--- config.mk ---
export PLATFORM = sky130hd
export DESIGN_NAME = alu_op_sequencer
export DESIGN_NICKNAME = d
export VERILOG_FILES = /design/src/rtl/alu_op_sequencer.sv
export SDC_FILE = /design/constraint.sdc
export NUM_CORES = 1
export LEC_CHECK = 0
export CAP_MARGIN = 30
export CORE_ASPECT_RATIO = 1.2
export CORE_MARGIN = 1
export CORE_UTILIZATION = 47
export DETAILED_ROUTE_END_ITERATION = 10
export GPL_TIMING_DRIVEN = 0
export PLACE_DENSITY = 0.82
export REMOVE_ABC_BUFFERS = 1
export SLEW_MARGIN = 40
export SYNTH_ARGS = -nofsm -noshare
export SYNTH_HDL_FRONTEND = slang
export SYNTH_SLANG_ARGS = --single-unit
--- constraint.sdc ---
create_clock -name clk -period 3.5 [get_ports clk]
set_input_delay 0.525 -clock clk [delete_from_list [all_inputs] [get_ports clk]]
set_output_delay 0.525 -clock clk [all_outputs]
set_load 0.05 [all_outputs]
--- src/rtl/alu_op_sequencer.sv ---
// Initiator for the packed ALU pad interface: issues {sel,B,A}, waits a fixed settling
// time, samples the packed result byte and returns Y/Cout with error flag and counters.
module alu_op_sequencer #(
  parameter int unsigned WAIT_CYC = 2,
  parameter int unsigned CNT_W    = 8
) (
  input  logic             clk,
  input  logic             rst,
  input  logic             cmd_valid,
  output logic             cmd_ready,
  input  logic [2:0]       cmd_a,
  input  logic [2:0]       cmd_b,
  input  logic [1:0]       cmd_sel,
  output logic [7:0]       op_byte,
  input  logic [7:0]       res_byte,
  output logic             rsp_valid,
  input  logic             rsp_ready,
  output logic [2:0]       rsp_y,
  output logic             rsp_cout,
  output logic             rsp_err,
  output logic [CNT_W-1:0] op_count,
  output logic [CNT_W-1:0] err_count
);

  localparam int unsigned WCNT_W = (WAIT_CYC > 1) ? $clog2(WAIT_CYC) : 1;

  typedef enum logic [1:0] {
    IDLE = 2'd0,
    WAIT = 2'd1,
    RESP = 2'd2
  } state_t;

  state_t            state;
  logic [WCNT_W-1:0] wait_cnt;
  logic              res_err_c;

  // Any set reserved bit (7:5 or 3) marks the result as malformed
  assign res_err_c = (|res_byte[7:5]) | res_byte[3];
  assign cmd_ready = (state == IDLE);

  always_ff @(posedge clk or posedge rst) begin
    if (rst) begin
      state     <= IDLE;
      wait_cnt  <= '0;
      op_byte   <= '0;
      rsp_valid <= 1'b0;
      rsp_y     <= '0;
      rsp_cout  <= 1'b0;
      rsp_err   <= 1'b0;
      op_count  <= '0;
      err_count <= '0;
    end else begin
      case (state)
        IDLE: begin
          if (cmd_valid) begin
            op_byte  <= {cmd_sel, cmd_b, cmd_a};
            wait_cnt <= WCNT_W'(WAIT_CYC - 1);
            state    <= WAIT;
          end
        end
        WAIT: begin
          if (wait_cnt != '0) begin
            wait_cnt <= wait_cnt - WCNT_W'(1);
          end else begin
            // Sample edge: res_byte is looked at only here
            rsp_y     <= res_byte[2:0];
            rsp_cout  <= res_byte[4];
            rsp_err   <= res_err_c;
            rsp_valid <= 1'b1;
            if (op_count != '1) op_count <= op_count + CNT_W'(1);
            if (res_err_c && (err_count != '1)) err_count <= err_count + CNT_W'(1);
            state     <= RESP;
          end
        end
        RESP: begin
          if (rsp_ready) begin
            rsp_valid <= 1'b0;
            state     <= IDLE;
          end
        end
        default: state <= IDLE;
      endcase
    end
  end

endmodule

Word level (Yosys, flattened, before mapping)

Cells that the tools add are included.

Bits in registers: 33
Bits of input ports: 20
Word-level logic and storage cells: 43

$add $sub $neg: 3
Equal/unequal tests: 7
Mux-type cells: 10
Bitwise logic cells: 2
Reductions and logical operators: 12

Operators by type and width:

| cell                                                 | number |
|---|---|
| adder 8 x 1 -> 8 bit (second input constant)         | 2 |
| inequality test 8 bit (second input constant)        | 2 |
| AND reduction 3 bit                                  | 4 |
| two-way mux 2 bit                                    | 3 |
| inequality test 2 bit (second input constant)        | 3 |
| case mux 2 bit (3 select lines)                      | 1 |
| AND reduction 2 bit                                  | 3 |
| two-way mux 1 bit                                    | 4 |
| case mux 1 bit (2 select lines)                      | 2 |
| nonzero test 2 bit                                   | 2 |
| OR reduction 3 bit                                   | 1 |
| equality test 2 x 1 -> 1 bit (second input constant) | 1 |
| equality test 2 bit (second input constant)          | 1 |
| zero test 2 bit                                      | 1 |
| logical AND 1 bit                                    | 1 |
| NOT 1 bit                                            | 1 |
| OR 1 bit                                             | 1 |
| subtractor 1 bit (second input constant)             | 1 |

Logic depth before layout (Yosys ltp)

Gate-level depths: netlist of run 1.

Depth in word-level cells: 4
Gate-level depth with buffers: 5

Worst setup path before layout of run 1

No wires, ideal clock.

Kind: register to register
Start: register op_count[0]
End: register op_count[1]
Data arrival time: 1.815 ns
Required time: 3.375 ns
Slack: 1.560 ns
Cell stages (with the launch flop): 5
Period minus slack after synthesis: 1.940 ns
Path through: dfrtp_1 > ha_1 > nand3_1 > o21ai_1 > mux2_2

Cells in the longest elaborated chain, start to end: 2
Elaborated cells on any way between the ends: 3
Those cells by class: add/sub: 1; eq/ne: 1; reduce/logical: 1

RTL lines:

| what                                                         | line | source |
|---|---|---|
| from (decl)                                                  | 21   | `output logic [CNT_W-1:0] op_count,` |
| from (signal assigned)                                       | 70   | `if (op_count != '1) op_count <= op_count + CNT_W'(1);` |
| branches (longest 2 deep; another with adder 8 x 1 -> 8 bit) | -    |  |

Several ways; the timed one is not identified.
A chain may end at the register's enable or synchronous reset.

Final worst setup path of run 1

Start: register state[0]
End: output port cmd_ready

Cells in the longest elaborated chain, start to end: 1

RTL lines:

| what                   | line | source |
|---|---|---|
| from (decl)            | 33   | `state_t state;` |
| from (signal assigned) | 43   | `state <= IDLE;` |
| from (signal assigned) | 58   | `state <= WAIT;` |
| from (signal assigned) | 72   | `state <= RESP;` |
| zero test 2 bit        | 39   | `assign cmd_ready = (state == IDLE);` |
| to (decl)              | 10   | `output logic cmd_ready,` |

Every way passes these cells.

==> results by group, run 1 <==
Pwr
  • Internal power: 1.14 mW
  • Seq pwr share: 0.319
  • Leak: 0.875 nW
  • Clock network power share: 0.140
  • Combinational share of power: 0.541
  • Switching Share: 0.465
  • IR drop worst, VDD: 0.000742 V
  • Psw: 0.993 mW
  • Total power: 2.14 mW
  • Pwr dens: 1060 mW/mm²

Final layout
  • Final nets: 187
  • Reg area: 826 µm²
  • Layout cells sized above 1: 0.169
  • Diode count: 0
  • Final Cell Area: 0.00202 mm²
  • Multi-input logic area: 556 µm²
  • Area growth from synthesis to layout: 43.2%
  • Filler cells: 197

Synthesis
  • Yosys warning count: 0
  • FF+latch count, synth: 33
  • Cell taking the most area after synthesis: dfrtp_1
  • Distinct cell type count after synthesis: 26
  • Synth Instances: 110
  • Cells taking the most area after synthesis: dfrtp_1, mux2_2, xor2_1
  • Seq/Total Area, Yosys: 0.585
  • Average size of a mapped cell: 12.8 µm²
  • Top-area cell type share of the netlist area: 0.585
  • Post-Syn Area: 0.00141 mm²

Clocking
  • Htree depth: 2
  • Post-CTS Hold Buffers: 0
  • CTS buffer count: 5
  • Post-CTS setup buffers: 0
  • CTS tree: done
  • Clock Pin Slew Worst Setup and Hold Paths: 0.10 ns
  • Clock sink total: 33
  • Clock root cell: clkbuf_4
  • Clk_lat worst skew: 0.34 ns
  • Number of buffers on the longest clock path: 2
  • Post-CTS sizing: 0

STA
  • Final Max Slew Viols: 0
  • Final worst path period share: 0.651
  • RSZ-0062 raised after global routing: false
  • Min Tclk post-route: 2.28 ns
  • PnR worst setup slack: 1.22 ns
  • Fmax achieved: 0.439 GHz
  • Slew @ Worst Pin: 0.672 ns
  • Number of setup violations in the final report: 0
  • Fin. Hold Viols: 0
  • Final setup TNS: 0 ns
  • Slew Limit Headroom: 0.552
  • Clock skew: 0.0121 ns

Setup path
  • R2r setup slk: 1.61 ns
  • CP Data Required Time: 2.97 ns
  • Delay-heaviest family, CP: buffers and inverters
  • Worst R2R Start: state[0]
  • Worst Path Buf+Inv: 1
  • FF-to-FF path depth: 3
  • Critical-path cell with the highest stage delay: clkdlybuf4s50_1
  • Setup CP Type: flip-flop to output port
  • CP arrival: 1.75 ns
  • Reg-to-reg critical path endpoint: err_count[1]
  • Worst-path fanout max: 8
  • Crit path largest cell delay: 0.80 ns
  • Critical path, cell by cell: nor2_1 -> clkdlybuf4s50_1
  • Startpoint types: flip-flop
  • CP Capture Type: output port

Placed design
  • Detailed Place HPWL: 2040 µm
  • Pre-CTS WS: 1.36 ns
  • IO Port Bufs: 50
  • Post-DP Area: 0.00194 mm²
  • Routability congestion estimate: 0.697

Drt
  • Routed WL: 2780 µm
  • Final antenna-violating net count: 0
  • Vias: 1019
  • WL/cell: 13.9 µm
  • DRC: 0
  • Pre-antenna DRT Iters: 4
  • Vias/cell: 5.10
  • 1st-iter DRT viols: 21

Floorplanning
  • Boundary Pins: 51
  • Starting Density: 0.502
  • Die X-Extent: 52.0 µm
  • Core box area: 0.00281 mm²
  • Die span in y: 62.0 µm
  • Row count: 21
  • Die ar.: 0.00323 mm²

Min path
  • Sink of the worst hold path: err_count[7]
  • Worst Hold Launch: err_count[7]
  • Worst hold path type: flip-flop to flip-flop
  • Hold Crit Depth: 1

Global routing
  • Vias in the first global route: 970
  • Tot GR Track Use: 0.192
  • Total congestion overflow: 0
  • Global-route wire length before repair: 4300 µm
  • Largest net degree at the start of global routing: 34
  • Antenna violations before repair: 0

Run status
  • Status: finished clean

Job
  • Max_cap viols: 0
sequential cells by signal, summed over array words and instances, names as in the netlist:
signal and cells:
err_count 8, op_byte 8, op_count 8, rsp_cout 1
rsp_err 1, rsp_valid 1, rsp_y 3, state 2
wait_cnt 1
per-stage QoR:
step / util / hold WS (ns) / instances
final: 0.719 / 0.490 / 200
after global routing: 0.719 / 0.541 / 200
after CTS: 0.719 / 0.498 / 200
after detailed placement: 0.688 / 0.480 / 192
after global placement: 0.688 / 0.463 / 192
after floorplan: - / 0.554 / 108
Yosys cell counts, drive strengths merged:
library cell / n
a211oi: 1
a21oi: 3
and3: 3
and4: 1
buf: 2
dfrtp: 33
ha: 2
inv: 3
mux2: 14
mux2i: 1
nand2: 8
nand3: 2
nand4: 3
nor2: 9
nor3: 2
nor3b: 2
nor4: 2
o21ai: 2
o31ai: 1
or3b: 1
or4b: 1
xnor2: 6
xor2: 8
how the worst max path moves through the flow:
stage | slack (ns) | startpoint | end | cells past startpoint
after floorplan | 1.56 | op_count[0] | op_count[1] | 4
after global placement | 1.42 | cmd_valid | op_byte[6] | 3
after detailed placement | 1.36 | cmd_valid | op_byte[3] | 3
after CTS | 1.21 | state[0] | cmd_ready | 2
after global routing | 1.16 | state[0] | cmd_ready | 2
final | 1.22 | state[0] | cmd_ready | 2
worst register-to-register path: cells and delay by family (launching register included):
kind | cells | cell delay [ns]
DFF | 1 | 0.50
and+or+nand+nor | 1 | 0.45
AOI/OAI and AO/OA | 1 | 0.45
muxes | 1 | 0.39
cell usage in the layout, fill, tap and decap left out, drive strengths merged:
cell	synthesis	final
mux2	14	14
dfrtp	33	33
or3b	1	1
and4	1	1
nor3	2	2
xor2	8	8
nor2	9	9
nand3	2	2
and3	3	3
mux2i	1	1
a211oi	1	1
inv	3	3
o21ai	2	2
xnor2	6	6
nor3b	2	2
nand4	3	3
clkbuf	0	7
a21oi	3	3
or4b	1	1
bufinv	0	1
nor4	2	2
o31ai	1	1
nand2	8	8
ha	2	2
clkdlybuf4s50	0	50
cell families after synthesis:
| group | share of synthesized area |
|---|---|
| buffers and inverters | 0.0213 |
| multiplexers | 0.119 |
| flip-flops | 0.585 |
| AO/OA/AOI/OAI | 0.0319 |
| AND/OR/NAND/NOR | 0.138 |
| adder cells (fa/ha/maj) | 0.0177 |
| XOR/XNOR | 0.0869 |
power groups by stage:
stage | Combinational, mW | Sequential [mW] | Clock [mW]
6_report | 1.16 | 0.680 | 0.300
5_1_grt | 1.22 | 0.706 | 0.320
4_1_cts | 1.16 | 0.680 | 0.306
3_5_place_dp | 1.16 | 0.687 | 0
3_3_place_gp | 1.14 | 0.675 | 0
2_1_floorplan | 0.304 | 1.15 | 0
area by class of cell:
class	count	share of cell area
flip-flops and latches	33	0.409
multi-input cells	72	0.275
repair buffers	50	0.248
clock buffers	7	0.0272
well taps	34	0.0211
clock inverters	1	0.0149
inverters	3	0.00557
layer usage:
metal | share of wire | track usage | vias up
met5 | 0 | 0 | -
met4 | 0.019 | 0.0927 | 0
met3 | 0.063 | 0.0852 | 6
met2 | 0.49 | 0.302 | 28
met1 | 0.43 | 0.224 | 496
li1 | - | - | 489
(Power assumes the default switching activity.)
==> inputs of run 2 (changes only) <==
--- a/config.mk
+++ b/config.mk
@@ -8,10 +8,10 @@
 export CAP_MARGIN = 30
 export CORE_ASPECT_RATIO = 1.2
 export CORE_MARGIN = 1
-export CORE_UTILIZATION = 47
+export CORE_UTILIZATION = 44
 export DETAILED_ROUTE_END_ITERATION = 10
 export GPL_TIMING_DRIVEN = 0
-export PLACE_DENSITY = 0.82
+export PLACE_DENSITY = 0.77
 export REMOVE_ABC_BUFFERS = 1
 export SLEW_MARGIN = 40
 export SYNTH_ARGS = -nofsm -noshare
==> constraint.sdc (replaced) <==
create_clock -name clk -period 2.4 [get_ports clk]
set_input_delay 0.36 -clock clk [delete_from_list [all_inputs] [get_ports clk]]
set_output_delay 0.36 -clock clk [all_outputs]
set_load 0.05 [all_outputs]
==> run 2 against run 1 <==
Combinational power increased by 46%. Sequential cell count unchanged. Die area increased by 6.6%. First-iteration DRC count decreased by 57%. Largest cell class unchanged. Clock-buffer cell count is the same. Highest routed layer unchanged. Critical path depth is the same.
==> results by group, run 2 (synthesized netlist as in run 1, its figures left out) <==
Run status
  • Status: finished clean

Setup path
  • Startpoint types: flip-flop
  • CP Capture Type: output port
  • CP arrival: 1.77 ns
  • Worst-path fanout max: 8
  • Setup CP Type: flip-flop to output port
  • CP Data Required Time: 2.04 ns

Clocking
  • Post-CTS Hold Buffers: 0
  • Htree depth: 2
  • Clk_lat worst skew: 0.34 ns
  • Post-CTS setup buffers: 0
  • Number of buffers on the longest clock path: 2
  • Clock root cell: clkbuf_4
  • Clock sink total: 33
  • CTS buffer count: 5
  • Clock Pin Slew Worst Setup and Hold Paths: 0.10 ns
  • CTS tree: done
  • Post-CTS sizing: 0

Global routing
  • Total congestion overflow: 0
  • Global-route wire length before repair: 4420 µm
  • Largest net degree at the start of global routing: 34
  • Antenna violations before repair: 0
  • Tot GR Track Use: 0.185
  • Vias in the first global route: 1076

Drt
  • Vias: 1031
  • Routed WL: 2740 µm
  • WL/cell: 13.5 µm
  • DRC: 0
  • 1st-iter DRT viols: 9
  • Vias/cell: 5.10
  • Pre-antenna DRT Iters: 4
  • Final antenna-violating net count: 0

STA
  • Fin. Hold Viols: 0
  • Final worst path period share: 0.886
  • Clock skew: 0.0144 ns
  • Slew Limit Headroom: 0.562
  • Number of setup violations in the final report: 0
  • Fmax achieved: 0.470 GHz
  • Min Tclk post-route: 2.13 ns
  • Hold Slack: 0.437 ns
  • Final setup TNS: 0 ns
  • RSZ-0062 raised after global routing: false
  • Slew @ Worst Pin: 0.656 ns
  • Final Max Slew Viols: 0

Final layout
  • Most common cell after layout, fill and taps aside: clkdlybuf4s50_1
  • Diode count: 0
  • Most frequent cells in the layout: clkdlybuf4s50_1, dfrtp_1, mux2_2
  • Layout cells sized above 1: 0.169
  • Final nets: 187
  • Top Registers: err_count: 8 flops, op_byte: 8 flops, op_count: 8 flops
  • Area growth from synthesis to layout: 43.4%

Placed design
  • Detailed Place HPWL: 2010 µm
  • Routability congestion estimate: 0.704
  • IO Port Bufs: 50

Floorplanning
  • Die X-Extent: 53.7 µm
  • Starting Density: 0.462
  • Row count: 22
  • Die span in y: 64.0 µm
  • Die ar.: 0.00344 mm²
  • Boundary Pins: 51
  • Core box area: 0.00306 mm²

Job
  • Max_cap viols: 0

Pwr
  • Pwr dens: 1540 mW/mm²
  • Total power: 3.11 mW
  • IR drop worst, VDD: 0.00106 V
  • Leak: 0.875 nW

Min path
  • Worst hold path type: input port to async pin
[run 2: cell counts in the layout (fill, tap and decap cells not counted)]
Identical to the previous run, type by type.
[run 2: metrics by stage]
stage	setup slack, ns	util	instance area [µm²]	std cells
finish	0.274	0.662	2020	202
global route	0.171	0.662	2020	202
CTS	0.260	0.662	2020	202
detailed placement	0.421	0.634	1940	194
global placement	0.509	0.634	1940	194
floorplan	0.460	-	1390	108
[run 2: where the power goes]
group / switching (mW) / total [mW] / internal (mW)
clock: 0.184 / 0.433 / 0.249
sequential: 0.205 / 0.989 / 0.784
combinational: 1.05 / 1.69 / 0.634
[run 2: layout make-up]
| cell class | instances | area [µm²] |
|---|---|---|
| clock buffer | 7 | 55.1 |
| clock inverter | 1 | 30.0 |
| fill | 255 | 1030 |
| inverter | 3 | 11.3 |
| multi-input combinational | 72 | 556 |
| sequential | 33 | 826 |
| tap | 36 | 45.0 |
| timing repair buffer | 50 | 500 |
[run 2: routing by layer]
| metal | track usage | part of all wire | vias up | wire [µm] |
|---|---|---|---|---|
| met4 | 0.112 | 0.024 | 0 | 65 |
| met3 | 0.0595 | 0.063 | 7 | 171 |
| met5 | 0 | 0 | - | 0 |
| met2 | 0.299 | 0.51 | 36 | 1390 |
| li1 | - | - | 492 | - |
| met1 | 0.203 | 0.41 | 496 | 1110 |
[run 2: path summary, 6_finish.rpt]
path | endpoint | depth (start not counted) | start | slack [ns]
max | cmd_ready | 2 | state[1] | 0.27
min | op_count[2] | 2 | rst | 0.44
max reg2reg | op_count[7] | 4 | state[0] | 0.40
min reg2reg | rsp_err | 2 | rsp_err | 0.48
max in group asynchronous | op_count[1] | 2 | rst | 1.53
min in group clk | rsp_err | 2 | rsp_err | 0.48
[run 2: critical path, stage by stage (launching register included)]
cell	delay, ns
dfrtp_1	0.49
nor2_1	0.13
clkdlybuf4s50_1	0.81
==> inputs of run 3 (changes only) <==
--- a/config.mk
+++ b/config.mk
@@ -11,7 +11,7 @@
 export CORE_UTILIZATION = 44
 export DETAILED_ROUTE_END_ITERATION = 10
 export GPL_TIMING_DRIVEN = 0
-export PLACE_DENSITY = 0.77
+export PLACE_DENSITY = 0.76
 export REMOVE_ABC_BUFFERS = 1
 export SLEW_MARGIN = 40
 export SYNTH_ARGS = -nofsm -noshare
==> run 3 against run 2 <==
Combinational power about the same. Final cell count shrank 0.50%. Critical endpoint unchanged. Largest power group unchanged. Die area unchanged. Sequential cell count did not move. Wire length increased by 2.7%.
==> results by group, run 3 (synthesized netlist as in run 1, its figures left out) <==
Drt
  • Pre-antenna DRT Iters: 4
  • DRC: 0
  • Vias: 1020
  • Vias/cell: 5.07
  • Final antenna-violating net count: 0
  • WL/cell: 14.0 µm
  • 1st-iter DRT viols: 13
  • Routed WL: 2810 µm

Clocking
  • Post-CTS Hold Buffers: 0
  • Number of buffers on the longest clock path: 2
  • CTS buffer count: 5
  • Htree depth: 2
  • Clock Pin Slew Worst Setup and Hold Paths: 0.10 ns
  • Clock sink total: 33
  • CTS tree: done
  • Post-CTS setup buffers: 0
  • Clock root cell: clkbuf_4
  • Post-CTS sizing: 0
  • Clk_lat worst skew: 0.34 ns

Final layout
  • Layout cells sized above 1: 0.164
  • Most frequent cells in the layout: clkdlybuf4s50_1, dfrtp_1, mux2_2
  • Final nets: 187
  • Filler cells: 251
  • Non-Filler Instances: 201
  • Most common cell after layout, fill and taps aside: clkdlybuf4s50_1
  • Final Cell Area: 0.00199 mm²
  • Top Registers: err_count: 8 flops, op_byte: 8 flops, op_count: 8 flops
  • Area growth from synthesis to layout: 41.2%
  • Diode count: 0

Placed design
  • Routability congestion estimate: 0.715
  • IO Port Bufs: 50
  • Placed cells: 194
  • Post-DP Area: 0.00194 mm²
  • Detailed Place HPWL: 2110 µm

Setup path
  • Delay-heaviest family, CP: buffers and inverters
  • CP Capture Type: output port
  • Worst Path Buf+Inv: 1
  • Setup CP Type: flip-flop to output port
  • Critical path, cell by cell: nor2_1 -> clkdlybuf4s50_1
  • Critical-path cell with the highest stage delay: clkdlybuf4s50_1
  • Worst-path fanout max: 8
  • Crit path largest cell delay: 0.81 ns
  • Startpoint types: flip-flop
  • CP Data Required Time: 2.04 ns
  • CP arrival: 1.76 ns

Global routing
  • Vias in the first global route: 1075
  • Largest net degree at the start of global routing: 34
  • Tot GR Track Use: 0.198
  • Antenna violations before repair: 0
  • Total congestion overflow: 0
  • Global-route wire length before repair: 4750 µm

Min path
  • Worst hold path type: input port to async pin

Floorplanning
  • Row count: 22
  • Die X-Extent: 53.7 µm
  • Core box area: 0.00306 mm²
  • Starting Density: 0.462
  • Boundary Pins: 51
  • Die span in y: 64.0 µm
  • Die ar.: 0.00344 mm²

Run status
  • Status: finished clean

STA
  • Final Max Slew Viols: 0
  • Fmax achieved: 0.472 GHz
  • Final setup TNS: 0 ns
  • Hold Slack: 0.434 ns
  • Slew Limit Headroom: 0.557
  • Final worst path period share: 0.883
  • RSZ-0062 raised after global routing: false
  • Fin. Hold Viols: 0
  • Number of setup violations in the final report: 0
  • Slew @ Worst Pin: 0.664 ns
  • Min Tclk post-route: 2.12 ns
  • Clock skew: 0.00609 ns

Pwr
  • Leak: 0.861 nW
  • IR drop worst, VDD: 0.000858 V
  • Total power: 2.99 mW
  • Pwr dens: 1500 mW/mm²

Job
  • Max_cap viols: 0
## run 3: where the power goes
| part | leakage, nW | internal, mW | switching [mW] | total, mW |
|---|---|---|---|---|
| Combinational | 0.421 | 0.632 | 1.05 | 1.68 |
| Sequential | 0.409 | 0.784 | 0.209 | 0.994 |
| Clock | 0.0314 | 0.138 | 0.180 | 0.318 |
| Total | 0.861 | 1.55 | 1.44 | 2.99 |
## run 3: worst paths after layout
check,start,to,slack (ns),depth (start not counted)
worst max-delay path,state[0],cmd_ready,0.28,2
worst min-delay path,rst,op_count[3],0.43,2
worst max register to register,state[0],op_count[7],0.47,4
worst min register to register,rsp_err,rsp_err,0.49,2
max in group asynchronous,rst,op_count[1],1.54,2
min in group clk,rsp_err,rsp_err,0.49,2
## run 3: area by class of cell
class | count | area, µm² | share of cell area
repair buffers | 50 | 500 | 0.251
well taps | 36 | 45.0 | 0.0226
clock buffers | 7 | 55.1 | 0.0276
multi-input cells | 72 | 556 | 0.279
flip-flops and latches | 33 | 826 | 0.414
inverters | 3 | 11.3 | 0.00565
## run 3: metrics by stage
step,utilization,setup slack [ns]
3_3_place_gp,0.634,0.466
3_5_place_dp,0.634,0.449
2_1_floorplan,-,0.460
5_1_grt,0.652,0.180
6_report,0.652,0.281
4_1_cts,0.652,0.266
## run 3: routing by layer
layer	vias to the layer above	part of all wire	global-route usage
met4	0	0.027	0.132
li1	492	-	-
met1	490	0.42	0.232
met2	30	0.52	0.302
met3	8	0.037	0.0571
met5	-	0	0
